--- src/rtl/fir_tap_sequencer_if.sv ---
// rtl/fir_tap_sequencer_if.sv - sample strobe, RAM address and MAC strobe bundle for the FIR tap sequencer
interface fir_tap_sequencer_if #(
  parameter int ADDR_W = 8
);
  logic              sample_en;
  logic [ADDR_W-1:0] taps_per_filter;
  logic              coef_wr_busy;
  logic              overrun_clr;
  logic              sample_we;
  logic [ADDR_W-1:0] sample_wr_addr;
  logic [ADDR_W-1:0] sample_rd_addr;
  logic [ADDR_W-1:0] coef_rd_addr;
  logic              mac_clr;
  logic              mac_en;
  logic              mac_last;
  logic              result_valid;
  logic              busy;
  logic              overrun;

  modport master (
    output sample_en, taps_per_filter, coef_wr_busy, overrun_clr,
    input  sample_we, sample_wr_addr, sample_rd_addr, coef_rd_addr,
           mac_clr, mac_en, mac_last, result_valid, busy, overrun
  );

  modport slave (
    input  sample_en, taps_per_filter, coef_wr_busy, overrun_clr,
    output sample_we, sample_wr_addr, sample_rd_addr, coef_rd_addr,
           mac_clr, mac_en, mac_last, result_valid, busy, overrun
  );
endinterface

--- src/rtl/fir_tap_sequencer.sv ---
// rtl/fir_tap_sequencer.sv - per-sample FIR tap sequencer driving sample/coefficient RAM reads and MAC strobes
module fir_tap_sequencer #(
  parameter int ADDR_W     = 8,
  parameter int RD_LATENCY = 1
) (
  input  logic                clk,
  input  logic                reset_n,
  fir_tap_sequencer_if.slave  bus
);

  typedef enum logic [2:0] {IDLE, WAIT, RUN, DRAIN, DONE} state_t;

  localparam logic [ADDR_W-1:0] ONE        = ADDR_W'(1);
  localparam logic [2:0]        DRAIN_LAST = 3'(RD_LATENCY - 1);

  state_t            state;
  state_t            state_nxt;
  logic [ADDR_W-1:0] wr_ptr;
  logic [ADDR_W-1:0] base;
  logic [ADDR_W-1:0] n_last;
  logic [ADDR_W-1:0] k;
  logic [ADDR_W-1:0] sample_rd_addr_q;
  logic [2:0]        drain_cnt;
  logic              overrun_q;

  logic [RD_LATENCY-1:0] en_dly;
  logic [RD_LATENCY-1:0] clr_dly;
  logic [RD_LATENCY-1:0] last_dly;

  logic              accept;
  logic              run_ind;
  logic              first_ind;
  logic              last_ind;
  logic [ADDR_W-1:0] base_cur;
  logic [ADDR_W-1:0] n_cur;
  logic [ADDR_W-1:0] k_nxt;
  logic [ADDR_W-1:0] diff;
  logic [ADDR_W-1:0] rd_addr_nxt;

  assign accept    = bus.sample_en && (state == IDLE);
  assign run_ind   = (state == RUN);
  assign first_ind = run_ind && (k == '0);
  assign last_ind  = run_ind && (k == n_last);

  // Next-state decode; a sample accepted during a coefficient load parks in WAIT
  always_comb begin
    state_nxt = state;
    case (state)
      IDLE:    if (bus.sample_en) state_nxt = bus.coef_wr_busy ? WAIT : RUN;
      WAIT:    if (!bus.coef_wr_busy) state_nxt = RUN;
      RUN:     if (k == n_last) state_nxt = DRAIN;
      DRAIN:   if (drain_cnt == DRAIN_LAST) state_nxt = DONE;
      DONE:    state_nxt = IDLE;
      default: state_nxt = IDLE;
    endcase
  end

  // Address of the tap that will be presented next cycle; in IDLE the pass parameters are not latched yet
  always_comb begin
    base_cur    = (state == IDLE) ? wr_ptr : base;
    n_cur       = (state == IDLE) ? bus.taps_per_filter : n_last;
    k_nxt       = (state == RUN) ? (k + ONE) : '0;
    diff        = base_cur - k_nxt;
    rd_addr_nxt = (base_cur >= k_nxt) ? diff : (diff + n_cur + ONE);
  end

  // State register
  always_ff @(posedge clk or negedge reset_n) begin
    if (!reset_n) state <= IDLE;
    else          state <= state_nxt;
  end

  // Circular write pointer and per-pass snapshot of base and tap count
  always_ff @(posedge clk or negedge reset_n) begin
    if (!reset_n) begin
      wr_ptr <= '0;
      base   <= '0;
      n_last <= '0;
    end else if (accept) begin
      wr_ptr <= (wr_ptr >= bus.taps_per_filter) ? '0 : (wr_ptr + ONE);
      base   <= wr_ptr;
      n_last <= bus.taps_per_filter;
    end
  end

  // Tap counter and sample read address, loaded only for RUN cycles so both hold afterwards
  always_ff @(posedge clk or negedge reset_n) begin
    if (!reset_n) begin
      k                <= '0;
      sample_rd_addr_q <= '0;
    end else if (state_nxt == RUN) begin
      k                <= k_nxt;
      sample_rd_addr_q <= rd_addr_nxt;
    end
  end

  // Counts DRAIN cycles so the last MAC step lands before result_valid
  always_ff @(posedge clk or negedge reset_n) begin
    if (!reset_n)              drain_cnt <= '0;
    else if (state == DRAIN)   drain_cnt <= drain_cnt + 3'd1;
    else                       drain_cnt <= '0;
  end

  // Delay lines aligning MAC strobes with read data arriving RD_LATENCY cycles after the address
  generate
    if (RD_LATENCY == 1) begin : g_dly1
      always_ff @(posedge clk or negedge reset_n) begin
        if (!reset_n) begin
          en_dly   <= '0;
          clr_dly  <= '0;
          last_dly <= '0;
        end else begin
          en_dly   <= run_ind;
          clr_dly  <= first_ind;
          last_dly <= last_ind;
        end
      end
    end else begin : g_dlyn
      always_ff @(posedge clk or negedge reset_n) begin
        if (!reset_n) begin
          en_dly   <= '0;
          clr_dly  <= '0;
          last_dly <= '0;
        end else begin
          en_dly   <= {en_dly[RD_LATENCY-2:0], run_ind};
          clr_dly  <= {clr_dly[RD_LATENCY-2:0], first_ind};
          last_dly <= {last_dly[RD_LATENCY-2:0], last_ind};
        end
      end
    end
  endgenerate

  // Sticky overrun: a sample arriving outside IDLE is dropped and flagged; setting beats clearing
  always_ff @(posedge clk or negedge reset_n) begin
    if (!reset_n)                              overrun_q <= 1'b0;
    else if (bus.sample_en && state != IDLE)   overrun_q <= 1'b1;
    else if (bus.overrun_clr)                  overrun_q <= 1'b0;
  end

  assign bus.sample_we      = accept;
  assign bus.sample_wr_addr = wr_ptr;
  assign bus.sample_rd_addr = sample_rd_addr_q;
  assign bus.coef_rd_addr   = k;
  assign bus.mac_en         = en_dly[RD_LATENCY-1];
  assign bus.mac_clr        = clr_dly[RD_LATENCY-1];
  assign bus.mac_last       = last_dly[RD_LATENCY-1];
  assign bus.result_valid   = (state == DONE);
  assign bus.busy           = (state != IDLE);
  assign bus.overrun        = overrun_q;

endmodule

--- src/flat_wrapper.sv ---
// flat-port wrapper written by rule: the top's interface ports become plain ports
module fir_tap_sequencer_flat 
#(
  parameter int ADDR_W     = 8,
  parameter int RD_LATENCY = 1
)
  (clk, reset_n, bus_sample_en, bus_taps_per_filter, bus_coef_wr_busy, bus_overrun_clr, bus_sample_we, bus_sample_wr_addr, bus_sample_rd_addr, bus_coef_rd_addr, bus_mac_clr, bus_mac_en, bus_mac_last, bus_result_valid, bus_busy, bus_overrun);
  fir_tap_sequencer_if #(.ADDR_W(ADDR_W)) bus_i ();
  input  logic clk;
  input  logic reset_n;
  input wire logic [$bits(bus_i.sample_en)-1:0] bus_sample_en;
  input wire logic [$bits(bus_i.taps_per_filter)-1:0] bus_taps_per_filter;
  input wire logic [$bits(bus_i.coef_wr_busy)-1:0] bus_coef_wr_busy;
  input wire logic [$bits(bus_i.overrun_clr)-1:0] bus_overrun_clr;
  output wire logic [$bits(bus_i.sample_we)-1:0] bus_sample_we;
  output wire logic [$bits(bus_i.sample_wr_addr)-1:0] bus_sample_wr_addr;
  output wire logic [$bits(bus_i.sample_rd_addr)-1:0] bus_sample_rd_addr;
  output wire logic [$bits(bus_i.coef_rd_addr)-1:0] bus_coef_rd_addr;
  output wire logic [$bits(bus_i.mac_clr)-1:0] bus_mac_clr;
  output wire logic [$bits(bus_i.mac_en)-1:0] bus_mac_en;
  output wire logic [$bits(bus_i.mac_last)-1:0] bus_mac_last;
  output wire logic [$bits(bus_i.result_valid)-1:0] bus_result_valid;
  output wire logic [$bits(bus_i.busy)-1:0] bus_busy;
  output wire logic [$bits(bus_i.overrun)-1:0] bus_overrun;
  assign bus_i.sample_en = bus_sample_en;
  assign bus_i.taps_per_filter = bus_taps_per_filter;
  assign bus_i.coef_wr_busy = bus_coef_wr_busy;
  assign bus_i.overrun_clr = bus_overrun_clr;
  assign bus_sample_we = bus_i.sample_we;
  assign bus_sample_wr_addr = bus_i.sample_wr_addr;
  assign bus_sample_rd_addr = bus_i.sample_rd_addr;
  assign bus_coef_rd_addr = bus_i.coef_rd_addr;
  assign bus_mac_clr = bus_i.mac_clr;
  assign bus_mac_en = bus_i.mac_en;
  assign bus_mac_last = bus_i.mac_last;
  assign bus_result_valid = bus_i.result_valid;
  assign bus_busy = bus_i.busy;
  assign bus_overrun = bus_i.overrun;
  fir_tap_sequencer #(.ADDR_W(ADDR_W), .RD_LATENCY(RD_LATENCY)) u_core (.clk(clk), .reset_n(reset_n), .bus(bus_i));
endmodule
--- config.mk ---
export PLATFORM = sky130hd
export DESIGN_NAME = fir_tap_sequencer_flat
export DESIGN_NICKNAME = d
export VERILOG_FILES = /design/src/rtl/fir_tap_sequencer_if.sv /design/src/rtl/fir_tap_sequencer.sv /design/src/flat_wrapper.sv
export SDC_FILE = /design/constraint.sdc
export NUM_CORES = 1
export LEC_CHECK = 0
export ABC_CLOCK_PERIOD_IN_PS = 4400
export CORE_MARGIN = 3
export CORE_UTILIZATION = 36
export DETAILED_ROUTE_END_ITERATION = 8
export PLACE_DENSITY = 0.67
export SYNTH_ARGS = -nofsm -noshare
export SYNTH_HDL_FRONTEND = slang
export SYNTH_SLANG_ARGS = --single-unit
--- constraint.sdc ---
create_clock -name clk -period 4.4 [get_ports clk]
set_input_delay 0.44 -clock clk [delete_from_list [all_inputs] [get_ports clk]]
set_output_delay 0.44 -clock clk [all_outputs]
set_load 0.05 [all_outputs]
Word level (Yosys, flattened, before mapping)
Index checks and enable logic that the tools add are counted.
- bits in registers: 50
- input bits: 13
- output and inout bits: 31
- logic and storage cells: 48
- add/subtract/negate cells: 6
- order comparisons: 2
- eq/ne operators: 6
- muxes and demuxes: 14
- reduce and logical (&&, ||, !) cells: 9
- operators by type and width (cell ; number):
    $mux W8 ; 5
    $add A8 B1 Y8 const B ; 3
    $ge A8 B8 Y1 ; 2
    $mux W3 ; 5
    $pmux W3 S4 ; 1
    $eq A3 B2 Y1 const B ; 3
    $add A8 B8 Y8 ; 1
    $eq A8 B8 Y1 ; 1
    $logic_not A8 Y1 ; 1
    $sub A8 B8 Y8 ; 1
    $logic_not A3 Y1 ; 2
    $logic_and A1 B1 Y1 ; 4
    $add A3 B1 Y3 const B ; 1
    $eq A3 B1 Y1 const B ; 1
    $eq A3 B3 Y1 const B ; 1
    $reduce_bool A3 Y1 ; 1
    $mux W1 ; 2
    $mux W2 ; 1
    $reduce_bool A2 Y1 ; 1

Logic depth before layout (Yosys ltp)
- depth in word-level cells: 6
- depth in mapped cells: 19

Least setup slack after synthesis
No wires, ideal clock.
- kind: reg2reg
- start point: register u_core.state[1]
- end point: register u_core.sample_rd_addr_q[7] (netlist: u_core.bus.sample_rd_addr[7])
- setup time: 0.092 ns
- arrival: 3.853 ns
- setup slack: 0.455 ns
- cell stages (with the launch flop): 19
- period minus slack after synthesis: 3.945 ns
- path through: dfrtp_1 buf_4 nor3_4 clkbuf_1 mux2_2 ha_1 nor2b_1 o31a_1 o21ai_1 a21boi_1 a21oi_1 ha_1 inv_1 a2111oi_2 nand3_1 o311ai_2 xnor2_1 and3_1 o31ai_2
- cells in the longest elaborated chain, start to end: 6
- elaborated cells on any way between the ends: 18
- classes of those cells: 3 x add/sub; 1 x order compare; 4 x eq/ne; 9 x mux; 1 x reduce/logical
- RTL lines (what ; RTL line ; source):
    start: declaration ; fir_tap_sequencer.sv:16 ; state_t state;
    start signal: assignment ; fir_tap_sequencer.sv:70 ; else state <= state_nxt;
    $eq A3 B2 Y1 / $logic_not A3 Y1 (equally long branches) ; n/a ;
    $mux W8 (on tied branches) ; fir_tap_sequencer.sv:62, fir_tap_sequencer.sv:60 ;
    $sub A8 B8 Y8 ; fir_tap_sequencer.sv:63 ; diff = base_cur - k_nxt;
    $add A8 B8 Y8 ; fir_tap_sequencer.sv:64 ; rd_addr_nxt = (base_cur >= k_nxt) ? diff : (diff + n_cur + ONE);
    $add A8 B1 Y8 ; fir_tap_sequencer.sv:64 ;
    $mux W8 ; fir_tap_sequencer.sv:64 ;
    end signal: assignment ; fir_tap_sequencer.sv:93 ; sample_rd_addr_q <= rd_addr_nxt;
    end: declaration ; fir_tap_sequencer.sv:22 ; logic [ADDR_W-1:0] sample_rd_addr_q;
Parallel ways exist; a longest one is shown, timed or not.
A chain may end at the register's enable or synchronous reset.

Worst setup path in the final report
Same ends and word-level chain as after synthesis.

==> impl_metrics.yaml <==
setup_path:
  critPathArrivalTime_ns: 4.14
  path_class: "flop to flop"
  end_kind: "flop"
  crit_fanout: 11
  worst_setup_path_start_kind: "flop"
  required_ns: 4.64
clock_network:
  cts_tree: "yes"
  htreeDepth: 2
  cts_setup_buffers: 0
  hold_buffers: 0
  path_clk_slew_ns: 0.11
  cts.sinks: 50
  clk_latency_ns: 0.32
  cts_buffers: 5
  clock-root-buffer: "clkbuf_8"
  clockBufferDepth: 2
  cts_resized: 0
synthesis:
  syn_area_mm2: 0.003299
  yosys_warnings: 0
  synth.area.top_cells: "dfrtp_1 38%, ha_1 11%, mux2_2 7.5%, o21ai_0 5.8%, nand2_1 4.9%"
  synth_cells: 352
  synth_nets: 395
  ys.flop_type: "dfrtp_1"
  synth_top_cell_by_area: "dfrtp_1"
  yosysSeqAreaShare_pct: 37.92
  synth-edff-count: 0
  async_flop_share_pct: 100.0
  synth-seq-cells: 50
  synthDistinctLibCells: 45
  synth.avg_cell_area_um2: 9.373
  synth_top_area_share_pct: 37.92
global_routing:
  grt_antenna_before_repair: 0
  grtUsageMet3_pct: 3.030
  grt-busiest-layer: "met2"
  grt_pass1_wl_mm: 12.98
  track_usage_pct: 16.00
  grt_pass1_vias: 2582
  grt_overflow: 0
  grtUsageMet2_pct: 25.50
  use_met1_pct: 22.49
  grt_max_degree: 51
sta:
  fin_crit_ns: 3.898
  totalNegativeSetupSlack_ns: 0
  timing_max_transition_violations_final: 0
  finalCritPeriodShare_pct: 88.58
  setup_violations: 0
  worstMarginPinSlew_ns: 0.8676
  fmax_ghz: 0.2566
  slew-limit-headroom_pct: 42.16
  fin_worst_skew_ns: 0.01583
  hold_viol_final: 0
  rsz0062_at_grt: "no"
die:
  dieWidth_um: 101.7
  die-area_mm2: 0.01035
  num_io_pins: 44
  fp.coreArea_mm2: 0.008806
  initial_core_util_pct: 37.47
  die_h_um: 101.7
  rows: 34
place:
  hpwl_mm: 5.898
  port-buffer-count: 43
  gp_congestion: 0.8009
drt:
  post_drt_via_cell_ratio: 5.200
  ant_nets: 0
  wl_mm: 7.771
  first_iter_violations: 107
  vias: 2621
  wl_per_cell_um: 15.42
  drt_drc_violations_left: 0
  dr.pass1.iters: 4
cells_and_area:
  fillers: 833
  syn_to_final_growth_pct: 19.57
  drive_gt1_share_pct: 10.35
  layout.nets: 438
  diodes: 0
run_status:
  run_status: "finished clean"
flow_run:
  drv_cap: 0
worst_hold_path:
  hp-class: "primary input to asynchronous set/reset pin"
flip-flops by register name, indices dropped and copies added, names as in the netlist:
signal / cells
u_core.drain_cnt: 3
u_core.state: 3
u_core.n_last: 8
u_core.bus.coef_rd_addr: 8
u_core.bus.mac_last: 1
u_core.bus.sample_wr_addr: 8
u_core.bus.sample_rd_addr: 8
u_core.bus.mac_clr: 1
u_core.base: 8
u_core.bus.mac_en: 1
u_core.bus.overrun: 1
path summary, 6_finish.rpt:
kind | depth (start not counted) | slack, ns | start | end
setup / recovery | 17 | 0.50 | u_core.state[1] | u_core.bus.sample_rd_addr[7]
hold / removal | 2 | 0.22 | reset_n | u_core.bus.coef_rd_addr[5]
setup reg to reg | 17 | 0.50 | u_core.state[1] | u_core.bus.sample_rd_addr[7]
hold reg to reg | 1 | 0.47 | u_core.drain_cnt[0] | u_core.drain_cnt[0]
max in group asynchronous | 2 | 3.72 | reset_n | u_core.bus.coef_rd_addr[7]
min in group clk | 1 | 0.47 | u_core.drain_cnt[0] | u_core.drain_cnt[0]
cells in the mapped netlist (9+ instances only):
master	instances
dfrtp_1	50
nand2_1	43
o21ai_0	38
ha_1	28
mux2_2	22
inv_1	21
nor2_1	17
nand2b_1	14
xnor2_1	14
a21oi_1	12
nand3_1	11
xor2_1	10
clkbuf_1	9
cell type report:
| class | instances | area [µm²] | share of cell area, % |
|---|---|---|---|
| clock buffer | 6 | 82.58 | 2.093 |
| timing repair buffer | 48 | 462.9 | 11.73 |
| inverter | 22 | 82.58 | 2.093 |
| clock inverter | 2 | 16.27 | 0.4123 |
| sequential | 50 | 1251 | 31.72 |
| multi-input combinational | 268 | 1914 | 48.53 |
| tap | 108 | 135.1 | 3.425 |
metrics by stage:
stage / util (%) / instances / area (µm²) / setup slack [ns] / hold WS, ns
after floorplan: - / 352 / 3299 / 0.4552 / 0.1444
after global placement: 43.68 / 496 / 3846 / 0.6538 / 0.4444
after detailed placement: 43.68 / 496 / 3846 / 0.5327 / 0.4564
after CTS: 44.80 / 504 / 3945 / 0.5091 / 0.2524
after global routing: 44.80 / 504 / 3945 / 0.1099 / 0.2886
final: 44.80 / 504 / 3945 / 0.5025 / 0.2215
worst max-delay path, cell delays in order, from the launching register on:
cell and delay [ns]:
dfrtp_1 0.48, nor3_4 0.50, mux2i_1 0.15, ha_1 0.23, fa_1 0.42, nor2b_1 0.17
o31a_1 0.16, o21ai_1 0.07, a21boi_1 0.19, a21oi_1 0.08, ha_1 0.36, inv_1 0.07
a2111oi_2 0.21, nand3_1 0.14, o311ai_2 0.11, xnor2_1 0.12, and3_1 0.20, o31ai_2 0.16
cells by family after synthesis:
family,Yosys count,synth area share [%]
and+or+nand+nor,110,16.34
buffers and inverters,34,4.058
DFF,50,37.92
muxes,28,9.480
xor gates and xnor gates,24,6.371
adders and majority gates,30,11.83
AOI/OAI and AO/OA,76,13.99
layout by cell type, fill, tap and decap left out, types with 3 or more instances in the layout:
cell,synthesis,layout
dfrtp_1,50,50
mux2_2,22,22
o21a_1,3,3
and3_1,5,5
nor3b_1,3,3
mux2i_1,5,5
clkbuf_8,0,6
xnor2_1,14,14
inv_1,21,21
o21ai_0,38,38
a21oi_1,12,12
buf_4,1,5
xor2_1,10,10
nand3_1,11,11
nor2_1,17,17
ha_1,28,28
clkdlybuf4s50_1,0,42
nor2b_1,4,4
nand2_1,43,43
a21o_1,6,6
nand2b_1,14,14
layer usage:
metal / vias up / share of wire (%)
li1: 1300 / -
met1: 1263 / 49
met2: 51 / 47
met3: 7 / 3.6
met4: 0 / 1.3
met5: - / 0
Power is left out: the tool's default activity adds up to more than one toggle a clock period on the data nets, which glitch-free logic cannot reach.
